## src/rtl/phase_synthesizer_if.sv

```systemverilog
// AXI4-Stream polar-frame bus between the phase synthesizer and the polar->cartesian stage.
interface phase_synthesizer_if;
  logic [47:0] m_tdata;
  logic        m_tvalid;
  logic        m_tready;
  logic        m_tlast;
  logic [15:0] m_tuser;

  // Handshake: a beat transfers on a rising edge where m_tvalid && m_tready.
  // Once m_tvalid is high, tdata/tuser/tlast hold until that transfer.
  modport master (output m_tdata, output m_tvalid, output m_tlast, output m_tuser, input m_tready);
  modport slave  (input m_tdata, input m_tvalid, input m_tlast, input m_tuser, output m_tready);
endinterface

```

## src/rtl/phase_synthesizer.sv

```systemverilog
// Scales the detected peak's phase advance and bin by a pitch ratio, accumulates phase and streams one polar frame.
// Optional macro PHASE_SYNTH_HERMITIAN_EN also emits the conjugate mirror bin N-k_out.
module phase_synthesizer #(
  parameter int ADDR_WIDTH  = 11,
  parameter int PHASE_WIDTH = 24,
  parameter int MAG_WIDTH   = 16,
  parameter int RATIO_WIDTH = 16,
  parameter int RATIO_FRAC  = 12
) (
  input  logic                   clock,
  input  logic                   reset,
  input  logic [PHASE_WIDTH-1:0] phase,
  input  logic [PHASE_WIDTH-1:0] phase_last,
  input  logic                   phases_valid,
  input  logic [ADDR_WIDTH-1:0]  k_max,
  input  logic [MAG_WIDTH-1:0]   magnitude,
  input  logic [RATIO_WIDTH-1:0] pitch_ratio,
  phase_synthesizer_if.master    m_axis,
  output logic                   busy,
  output logic [7:0]             dropped_count,
  output logic [2:0]             dbg_state
);
  localparam int PROD_W = PHASE_WIDTH + RATIO_WIDTH + 1;
  localparam int KP_W   = ADDR_WIDTH + RATIO_WIDTH;
  localparam logic [KP_W-1:0] K_SAT = KP_W'((2 ** ADDR_WIDTH) / 2 - 1);
  localparam logic [ADDR_WIDTH-1:0] BIN_LAST = '1;

  typedef enum logic [2:0] {S_IDLE, S_CAPTURE, S_SCALE, S_ACCUM, S_STREAM} state_t;

  state_t state_q, state_d;
  logic [PHASE_WIDTH-1:0] phase_q, phase_d, phase_last_q, phase_last_d;
  logic [ADDR_WIDTH-1:0]  k_max_q, k_max_d, k_out_q, k_out_d, tuser_q, tuser_d;
  logic [MAG_WIDTH-1:0]   mag_q, mag_d;
  logic [RATIO_WIDTH-1:0] ratio_q, ratio_d;
  logic signed [PHASE_WIDTH-1:0] delta_q, delta_d, prod_q, prod_d, acc_q, acc_d;
  logic [47:0] tdata_q, tdata_d;
  logic        tvalid_q, tvalid_d, tlast_q, tlast_d, busy_q, busy_d;
  logic [7:0]  drop_q, drop_d;

  logic signed [PROD_W-1:0]      prod_full, prod_shift;
  logic [KP_W-1:0]               k_full, k_shift;
  logic [ADDR_WIDTH-1:0]         beat_bin;
  logic [MAG_WIDTH-1:0]          mag_sel;
  logic signed [PHASE_WIDTH-1:0] ph_sel;
  logic [47:0]                   beat_data;

  // Datapath: scaling products and the contents of the next beat to load.
  always_comb begin
    prod_full  = PROD_W'(delta_q) * $signed(PROD_W'(ratio_q));
    prod_shift = prod_full >>> RATIO_FRAC;
    k_full     = KP_W'(k_max_q) * KP_W'(ratio_q);
    k_shift    = k_full >> RATIO_FRAC;
    beat_bin   = tvalid_q ? tuser_q + ADDR_WIDTH'(1) : '0;
    mag_sel    = '0;
    ph_sel     = '0;
    if (beat_bin == k_out_q) begin
      mag_sel = mag_q;
      ph_sel  = (k_out_q == '0) ? '0 : acc_q;
    end
`ifdef PHASE_SYNTH_HERMITIAN_EN
    else if ((k_out_q != '0) && (beat_bin == ADDR_WIDTH'(0) - k_out_q)) begin
      mag_sel = mag_q;
      ph_sel  = -acc_q;
    end
`endif
    beat_data = {24'(mag_sel), 24'(ph_sel)};
  end

  always_comb begin
    state_d      = state_q;
    phase_d      = phase_q;
    phase_last_d = phase_last_q;
    k_max_d      = k_max_q;
    mag_d        = mag_q;
    ratio_d      = ratio_q;
    delta_d      = delta_q;
    prod_d       = prod_q;
    k_out_d      = k_out_q;
    acc_d        = acc_q;
    tdata_d      = tdata_q;
    tvalid_d     = tvalid_q;
    tlast_d      = tlast_q;
    tuser_d      = tuser_q;
    busy_d       = busy_q;
    drop_d       = drop_q;

    if (phases_valid && (state_q != S_IDLE) && (drop_q != 8'hFF)) drop_d = drop_q + 8'd1;

    case (state_q)
      S_IDLE: begin
        if (phases_valid) begin
          phase_d      = phase;
          phase_last_d = phase_last;
          k_max_d      = k_max;
          mag_d        = magnitude;
          ratio_d      = pitch_ratio;
          busy_d       = 1'b1;
          state_d      = S_CAPTURE;
        end
      end
      S_CAPTURE: begin
        delta_d = phase_q - phase_last_q;
        state_d = S_SCALE;
      end
      S_SCALE: begin
        prod_d  = prod_shift[PHASE_WIDTH-1:0];
        k_out_d = (k_shift > K_SAT) ? K_SAT[ADDR_WIDTH-1:0] : k_shift[ADDR_WIDTH-1:0];
        state_d = S_ACCUM;
      end
      S_ACCUM: begin
        acc_d   = acc_q + prod_q;
        state_d = S_STREAM;
      end
      S_STREAM: begin
        // Output beats are registered: the first cycle here loads bin 0, then each handshake loads the next bin.
        if (!tvalid_q || (m_axis.m_tready && !tlast_q)) begin
          tvalid_d = 1'b1;
          tuser_d  = beat_bin;
          tdata_d  = beat_data;
          tlast_d  = (beat_bin == BIN_LAST);
        end else if (m_axis.m_tready) begin
          tvalid_d = 1'b0;
          tlast_d  = 1'b0;
          tuser_d  = '0;
          tdata_d  = '0;
          busy_d   = 1'b0;
          state_d  = S_IDLE;
        end
      end
      default: state_d = S_IDLE;
    endcase
  end

  always_ff @(posedge clock or posedge reset) begin
    if (reset) begin
      state_q      <= S_IDLE;
      phase_q      <= '0;
      phase_last_q <= '0;
      k_max_q      <= '0;
      mag_q        <= '0;
      ratio_q      <= '0;
      delta_q      <= '0;
      prod_q       <= '0;
      k_out_q      <= '0;
      acc_q        <= '0;
      tdata_q      <= '0;
      tvalid_q     <= 1'b0;
      tlast_q      <= 1'b0;
      tuser_q      <= '0;
      busy_q       <= 1'b0;
      drop_q       <= '0;
    end else begin
      state_q      <= state_d;
      phase_q      <= phase_d;
      phase_last_q <= phase_last_d;
      k_max_q      <= k_max_d;
      mag_q        <= mag_d;
      ratio_q      <= ratio_d;
      delta_q      <= delta_d;
      prod_q       <= prod_d;
      k_out_q      <= k_out_d;
      acc_q        <= acc_d;
      tdata_q      <= tdata_d;
      tvalid_q     <= tvalid_d;
      tlast_q      <= tlast_d;
      tuser_q      <= tuser_d;
      busy_q       <= busy_d;
      drop_q       <= drop_d;
    end
  end

  assign m_axis.m_tdata  = tdata_q;
  assign m_axis.m_tvalid = tvalid_q;
  assign m_axis.m_tlast  = tlast_q;
  assign m_axis.m_tuser  = 16'(tuser_q);
  assign busy            = busy_q;
  assign dropped_count   = drop_q;
  assign dbg_state       = state_q;
endmodule

```

## src/flat_wrapper.sv

```systemverilog
// flat-port wrapper written by rule: the top's interface ports become plain ports
module phase_synthesizer_flat 
#(
  parameter int ADDR_WIDTH  = 11,
  parameter int PHASE_WIDTH = 24,
  parameter int MAG_WIDTH   = 16,
  parameter int RATIO_WIDTH = 16,
  parameter int RATIO_FRAC  = 12
)
  (clock, reset, phase, phase_last, phases_valid, k_max, magnitude, pitch_ratio, busy, dropped_count, dbg_state, m_axis_m_tdata, m_axis_m_tvalid, m_axis_m_tlast, m_axis_m_tuser, m_axis_m_tready);
  phase_synthesizer_if m_axis_i ();
  input  logic clock;
  input  logic reset;
  input  logic [PHASE_WIDTH-1:0] phase;
  input  logic [PHASE_WIDTH-1:0] phase_last;
  input  logic phases_valid;
  input  logic [ADDR_WIDTH-1:0] k_max;
  input  logic [MAG_WIDTH-1:0] magnitude;
  input  logic [RATIO_WIDTH-1:0] pitch_ratio;
  output logic busy;
  output logic [7:0] dropped_count;
  output logic [2:0] dbg_state;
  output wire logic [$bits(m_axis_i.m_tdata)-1:0] m_axis_m_tdata;
  output wire logic [$bits(m_axis_i.m_tvalid)-1:0] m_axis_m_tvalid;
  output wire logic [$bits(m_axis_i.m_tlast)-1:0] m_axis_m_tlast;
  output wire logic [$bits(m_axis_i.m_tuser)-1:0] m_axis_m_tuser;
  input wire logic [$bits(m_axis_i.m_tready)-1:0] m_axis_m_tready;
  assign m_axis_m_tdata = m_axis_i.m_tdata;
  assign m_axis_m_tvalid = m_axis_i.m_tvalid;
  assign m_axis_m_tlast = m_axis_i.m_tlast;
  assign m_axis_m_tuser = m_axis_i.m_tuser;
  assign m_axis_i.m_tready = m_axis_m_tready;
  phase_synthesizer #(.ADDR_WIDTH(ADDR_WIDTH), .PHASE_WIDTH(PHASE_WIDTH), .MAG_WIDTH(MAG_WIDTH), .RATIO_WIDTH(RATIO_WIDTH), .RATIO_FRAC(RATIO_FRAC)) u_core (.clock(clock), .reset(reset), .phase(phase), .phase_last(phase_last), .phases_valid(phases_valid), .k_max(k_max), .magnitude(magnitude), .pitch_ratio(pitch_ratio), .m_axis(m_axis_i), .busy(busy), .dropped_count(dropped_count), .dbg_state(dbg_state));
endmodule
```

## config.mk

```make
export PLATFORM = sky130hd
export DESIGN_NAME = phase_synthesizer_flat
export DESIGN_NICKNAME = d
export VERILOG_FILES = /design/src/rtl/phase_synthesizer_if.sv /design/src/rtl/phase_synthesizer.sv /design/src/flat_wrapper.sv
export SDC_FILE = /design/constraint.sdc
export NUM_CORES = 2
export LEC_CHECK = 0
export CORE_UTILIZATION = 44
export DETAILED_ROUTE_END_ITERATION = 8
export GPL_TIMING_DRIVEN = 1
export PLACE_DENSITY_LB_ADDON = 0.25
export SYNTH_ARGS = -nofsm -noshare
export SYNTH_HDL_FRONTEND = slang
export SYNTH_SLANG_ARGS = --single-unit
```

## constraint.sdc

```tcl
create_clock -name clock -period 8.7 [get_ports clock]
set_clock_uncertainty 0.2 [all_clocks]
set_input_delay 0.87 -clock clock [delete_from_list [all_inputs] [get_ports clock]]
set_output_delay 0.87 -clock clock [all_outputs]
set_load 0.01 [all_outputs]
```

# Word-level counts from Yosys, hierarchy flattened
# Cells that the tools add are included.
# op_classes
add_sub_neg	4
mul	2
div	0
order_cmp	1
n_eq_ne	10
shift	0
n_mux	19
bitwise	0
reduce_logical	15
# op_table
op	n
$mux W48	2
$mux W24	2
$mux W11	4
$mul A24 B17 Y36	1
$mul A11 B16 Y27	1
$add A24 B24 Y24	1
$sub A24 B24 Y24	1
$mux W16	1
$gt A15 B10 Y1 const B	1
$pmux W3 S5	1
$add A11 B1 Y11 const B	1
$eq A11 B11 Y1	1
$eq A11 B11 Y1 const B	1
$logic_not A11 Y1	1
$mux W3	3
$add A8 B1 Y8 const B	1
$ne A8 B8 Y1 const B	1
$eq A3 B2 Y1 const B	2
$ne A2 B2 Y1 const B	3
$mux W1	5
$reduce_and A2 Y1	2
$reduce_and A4 Y1	1
$reduce_bool A2 Y1	2
$eq A3 B1 Y1 const B	1
8 further kinds	11
# word_totals
register_bits	247
latch_bits	0
mem_bits_rw	0
mem_bits_ro	0
in_bits	95
output_inout_bits	78
n_memories	0

# Logic depth before layout (Yosys ltp)
# logic_depth
word_depth	5
ltp_mapped	27

# Worst setup path after synthesis
# No wires, ideal clock.
# synth_timing
path_kind	reg-to-reg
from	reg u_core.ratio_q[7]
to	reg u_core.k_out_q[9]
setup_ps	126
t_arrival_ps	6148
t_required_ps	8374
setup_slack_ps	2226
stages_incl_launch_ff	24
path_buffers	3
synth_period_minus_slack_ps	6474
cell_sequence	dfrtp_1 -> clkbuf_1 -> clkbuf_1 -> nand2_1 -> fa_1 -> fa_1 -> fa_1 -> inv_1 -> fa_1 -> inv_1 -> fa_1 -> inv_1 -> ha_1 -> a21oi_1 -> o21ai_0 -> nor3_2 -> a21oi_2 -> a221o_2 -> a41oi_2 -> nor3_1 -> or4_1 -> a311o_1 -> buf_6 -> o32a_1
# synth_via
elab_chain_cells	3
# synth_lines
element	line_no	rtl
start: declaration	phase_synthesizer.sv:34	logic [RATIO_WIDTH-1:0] ratio_q, ratio_d;
start signal: assignment	phase_synthesizer.sv:158	ratio_q <= ratio_d;
$mul A11 B16 Y27 (*)	phase_synthesizer.sv:51	k_full = KP_W'(k_max_q) * KP_W'(ratio_q);
$gt A15 B10 Y1	phase_synthesizer.sv:107	k_out_d = (k_shift > K_SAT) ? K_SAT[ADDR_WIDTH-1:0] : k_shift[ADDR_WIDTH-1:0];
$mux W11 (*)	phase_synthesizer.sv:107	
end signal: assignment	phase_synthesizer.sv:161	k_out_q <= k_out_d;
end: declaration	phase_synthesizer.sv:32	logic [ADDR_WIDTH-1:0] k_max_q, k_max_d, k_out_q, k_out_d, tuser_q, tuser_d;
# Mark *: on every way between the ends. The rest lies on a longest branch, timed or not.
# A chain may end at the register's enable or synchronous reset.

# Worst setup path after layout
# layout_timing
from	reg u_core.ratio_q[3]
to	reg u_core.prod_q[20]
# layout_via
elab_chain_cells	1
# layout_lines
element	line_no	rtl
$mul A24 B17 Y36	phase_synthesizer.sv:49	prod_full = PROD_W'(delta_q) * $signed(PROD_W'(ratio_q));
end signal: assignment	phase_synthesizer.sv:160	prod_q <= prod_d;
end: declaration	phase_synthesizer.sv:35	logic signed [PHASE_WIDTH-1:0] delta_q, delta_d, prod_q, prod_d, acc_q, acc_d;
# No other way between the ends.

==> reports/metrics.yaml <==
status: "finished, final reports clean"
cpPeakStageDelay_ps: 1140
antenna_cells: 0
first_iter_violations: 1134
grt_use_total_pct: 21.62
numCtsBuffers: 27
die_height_um: 257.8
nets: 3843
viasPerCell: 5.188
syn_area_um2: 28800
firstDrtPassIters: 5
initial_utilization_pct: 44.60
period_needed_ps: 7535
end_kind: "register"
start_kind: "register"
gp_congestion: 0.9135
grt_max_degree: 148
port_buffers: 159
max_slew.worst_pin.slew_ps: 1300
powerDensity_nw_per_um2: 81.63
yosysTopAreaCell: "fa_1"
grt_pass1_vias: 22090
slew_viol_final: 0
worstPathMaxFanout: 36
drive_above_1_share_pct: 5.479
ir_drop_mv: 0.1374
die_w_um: 257.8
placed_cells: 3913
ys_seq_area_share_pct: 20.77
async_flop_share_pct: 100.0
final_common_cell: "inv_1"
clockRootBuffer: "clkbuf_16"
arrival_ps: 7800
fmax_mhz: 132.7
cpMostUsedCell: "fa_1"
hold_violations: 0
ant_nets: 0
postSynth.topFlopCell: "dfrtp_1"
final_area_um2: 32040
cp_data_required_time_ps: 8970
cp_slowest_cell: "dfrtp_1"
drv_cap: 0
setup_violations: 0
antenna_found_initial: 0
synth-seq-cells: 239
power_leakage_nw: 15.38
top_usage_layer: "met2"
ys_warn_count: 0
synth_cell_types: 74
worstPathCellList: "nand2_1, fa_1, inv_1, fa_1, inv_1, fa_1, inv_1, fa_1, inv_1, fa_1, inv_1, fa_1, ha_1, a21o_1, a21o_1, a21o_1, a211oi_1, o31ai_1, a2111oi_0, o21bai_1, xnor2_1, o21ai_0"
dp_hpwl_mm: 53.17
met2_usage_pct: 35.11
stdcell_count: 3958
fin_crit_sh_pct: 86.61
maxSlewHeadroom_pct: 13.31
cts.sinks: 239
rsz0062_at_grt: "no"
cts_max_level: 1
placed_cell_area_um2: 31100
coreArea_um2: 64580
drt_drc_violations_left: 0
yosys-top-cells-area: "fa_1, dfrtp_1, ha_1, inv_1, and2_1"
cts_setup_buffers: 0
syn_to_final_growth_pct: 11.25
crit_type: "reg -> reg"
grt_pass1_wl_mm: 116.4
worstHoldPathType: "reg -> reg"
fin_util_pct: 49.62
rows: 93
die_area_um2: 66480
met3_usage_pct: 3.131
yosys.area.top_type_share_pct: 32.18
routed_wl_mm: 68.91
synth-edff-count: 0
syn_inst: 3014
final_cell_mix: "inv_1, fa_1, nand2_1"
path_clk_slew_ps: 80
overflow: 0
cts_tree: "done"
wl_per_cell_um: 17.41
io_pins: 173
hold_buffers: 0
via_count: 20530
use_met1_pct: 30.89
cts_resized: 0
syn_avg_cell_area_um2: 9.556
whs_ps: 264.5
fin_tns_setup_ps: 0
clockBufferDepth: 3
worstSkewPairLatency_ps: 590
[layer usage]
metal	share of wire, %	up-vias
met5	0	-
met4	1.9	0
met3	5.8	84
met2	46	565
met1	46	10410
li1	-	9474
[sequential cells by signal (all words and copies together) (netlist names)]
| name | flops |
|---|---|
| u_core.acc_q | 24 |
| u_core.m_axis.m_tdata | 40 |
| u_core.ratio_q | 16 |
| u_core.dropped_count | 8 |
| u_core.m_axis.m_tlast | 1 |
| u_core.dbg_state | 3 |
| u_core.k_out_q | 11 |
| u_core.delta_q | 24 |
| u_core.phase_last_q | 24 |
| u_core.phase_q | 24 |
| u_core.prod_q | 24 |
| u_core.mag_q | 16 |
| u_core.tuser_q | 11 |
| u_core.m_axis.m_tvalid | 1 |
| u_core.busy | 1 |
| u_core.k_max_q | 11 |
[cell type report]
cell class	instances	area (µm²)
tap	855	1070
timing repair buffer	186	1807
sequential	239	5981
clock inverter	11	176.4
fill	5944	32540
multi-input combinational	2090	20200
clock buffer	34	762.0
inverter	543	2046
[critical path: cells and delay by family, from the launching register on]
family                     cells  cell delay, ps
xor gates and xnor gates       1             180
AOI/OAI and AO/OA              8            2020
DFF                            1            1140
and+or+nand+nor                1             220
buffers and inverters          5             260
adders and majority gates      7            3390
[cell usage after synthesis, types with 4 or more instances]
library cell / number
or3_1: 6
a211oi_1: 13
dfrtp_1: 239
nor3b_1: 5
o21ai_0: 124
a31oi_1: 8
clkbuf_1: 138
o21bai_1: 8
o21a_1: 11
and2_1: 264
fa_1: 463
a22o_1: 42
mux2_2: 71
nand3_1: 22
nor2_1: 48
nor3_1: 17
xnor2_1: 61
or2_2: 5
o22a_2: 9
o31ai_1: 18
nor2b_1: 9
ha_1: 198
inv_1: 543
nand2b_1: 13
buf_4: 14
nand2_1: 438
and4_1: 4
o211ai_1: 5
nor4_1: 4
a21oi_1: 59
a21boi_0: 4
a21o_1: 26
and3_1: 14
nand4b_1: 4
nand4_1: 9
xor2_1: 43
[through the flow]
stage	total power [W]	setup slack (ps)
2_1_floorplan	0.001286	1070
3_3_place_gp	0.001397	1450
3_5_place_dp	0.001404	1295
4_1_cts	0.002652	1244
5_1_grt	0.002714	858.9
6_report	0.002615	1165
[power breakdown]
part	switching, W	leakage, nW	total [W]	internal, W
clock	0.000497	0.464	0.00123	0.000736
combinational	0.000107	11.7	0.000217	0.000110
sequential	0.0000319	3.19	0.00117	0.00113
[worst paths after layout]
kind | startpoint | cells past startpoint | slack, ps | end
min in group asynchronous | reset | 2 | 620 | u_core.phase_last_q[23]
max in group asynchronous | reset | 3 | 6340 | u_core.prod_q[2]
worst min-delay path | u_core.acc_q[23] | 1 | 260 | u_core.acc_q[23]
worst min register to register | u_core.acc_q[23] | 1 | 260 | u_core.acc_q[23]
worst max-delay path | u_core.ratio_q[3] | 22 | 1160 | u_core.prod_q[20]
worst max register to register | u_core.ratio_q[3] | 22 | 1160 | u_core.prod_q[20]
[logic make-up (layout without fill, tap and decap cells)]
logic type | Yosys count | count (layout) | synth area share (%)
simple gates | 872 | 872 | 14.70
fa+ha+maj | 661 | 661 | 40.78
flops | 239 | 239 | 20.77
compound gates | 368 | 368 | 8.467
xor+xnor | 104 | 104 | 3.163
mux | 72 | 72 | 2.811
buf+inv | 697 | 774 | 9.297
other cells | 1 | 13 | 0.01302
Note: power is estimated with default switching activity, not from simulation.
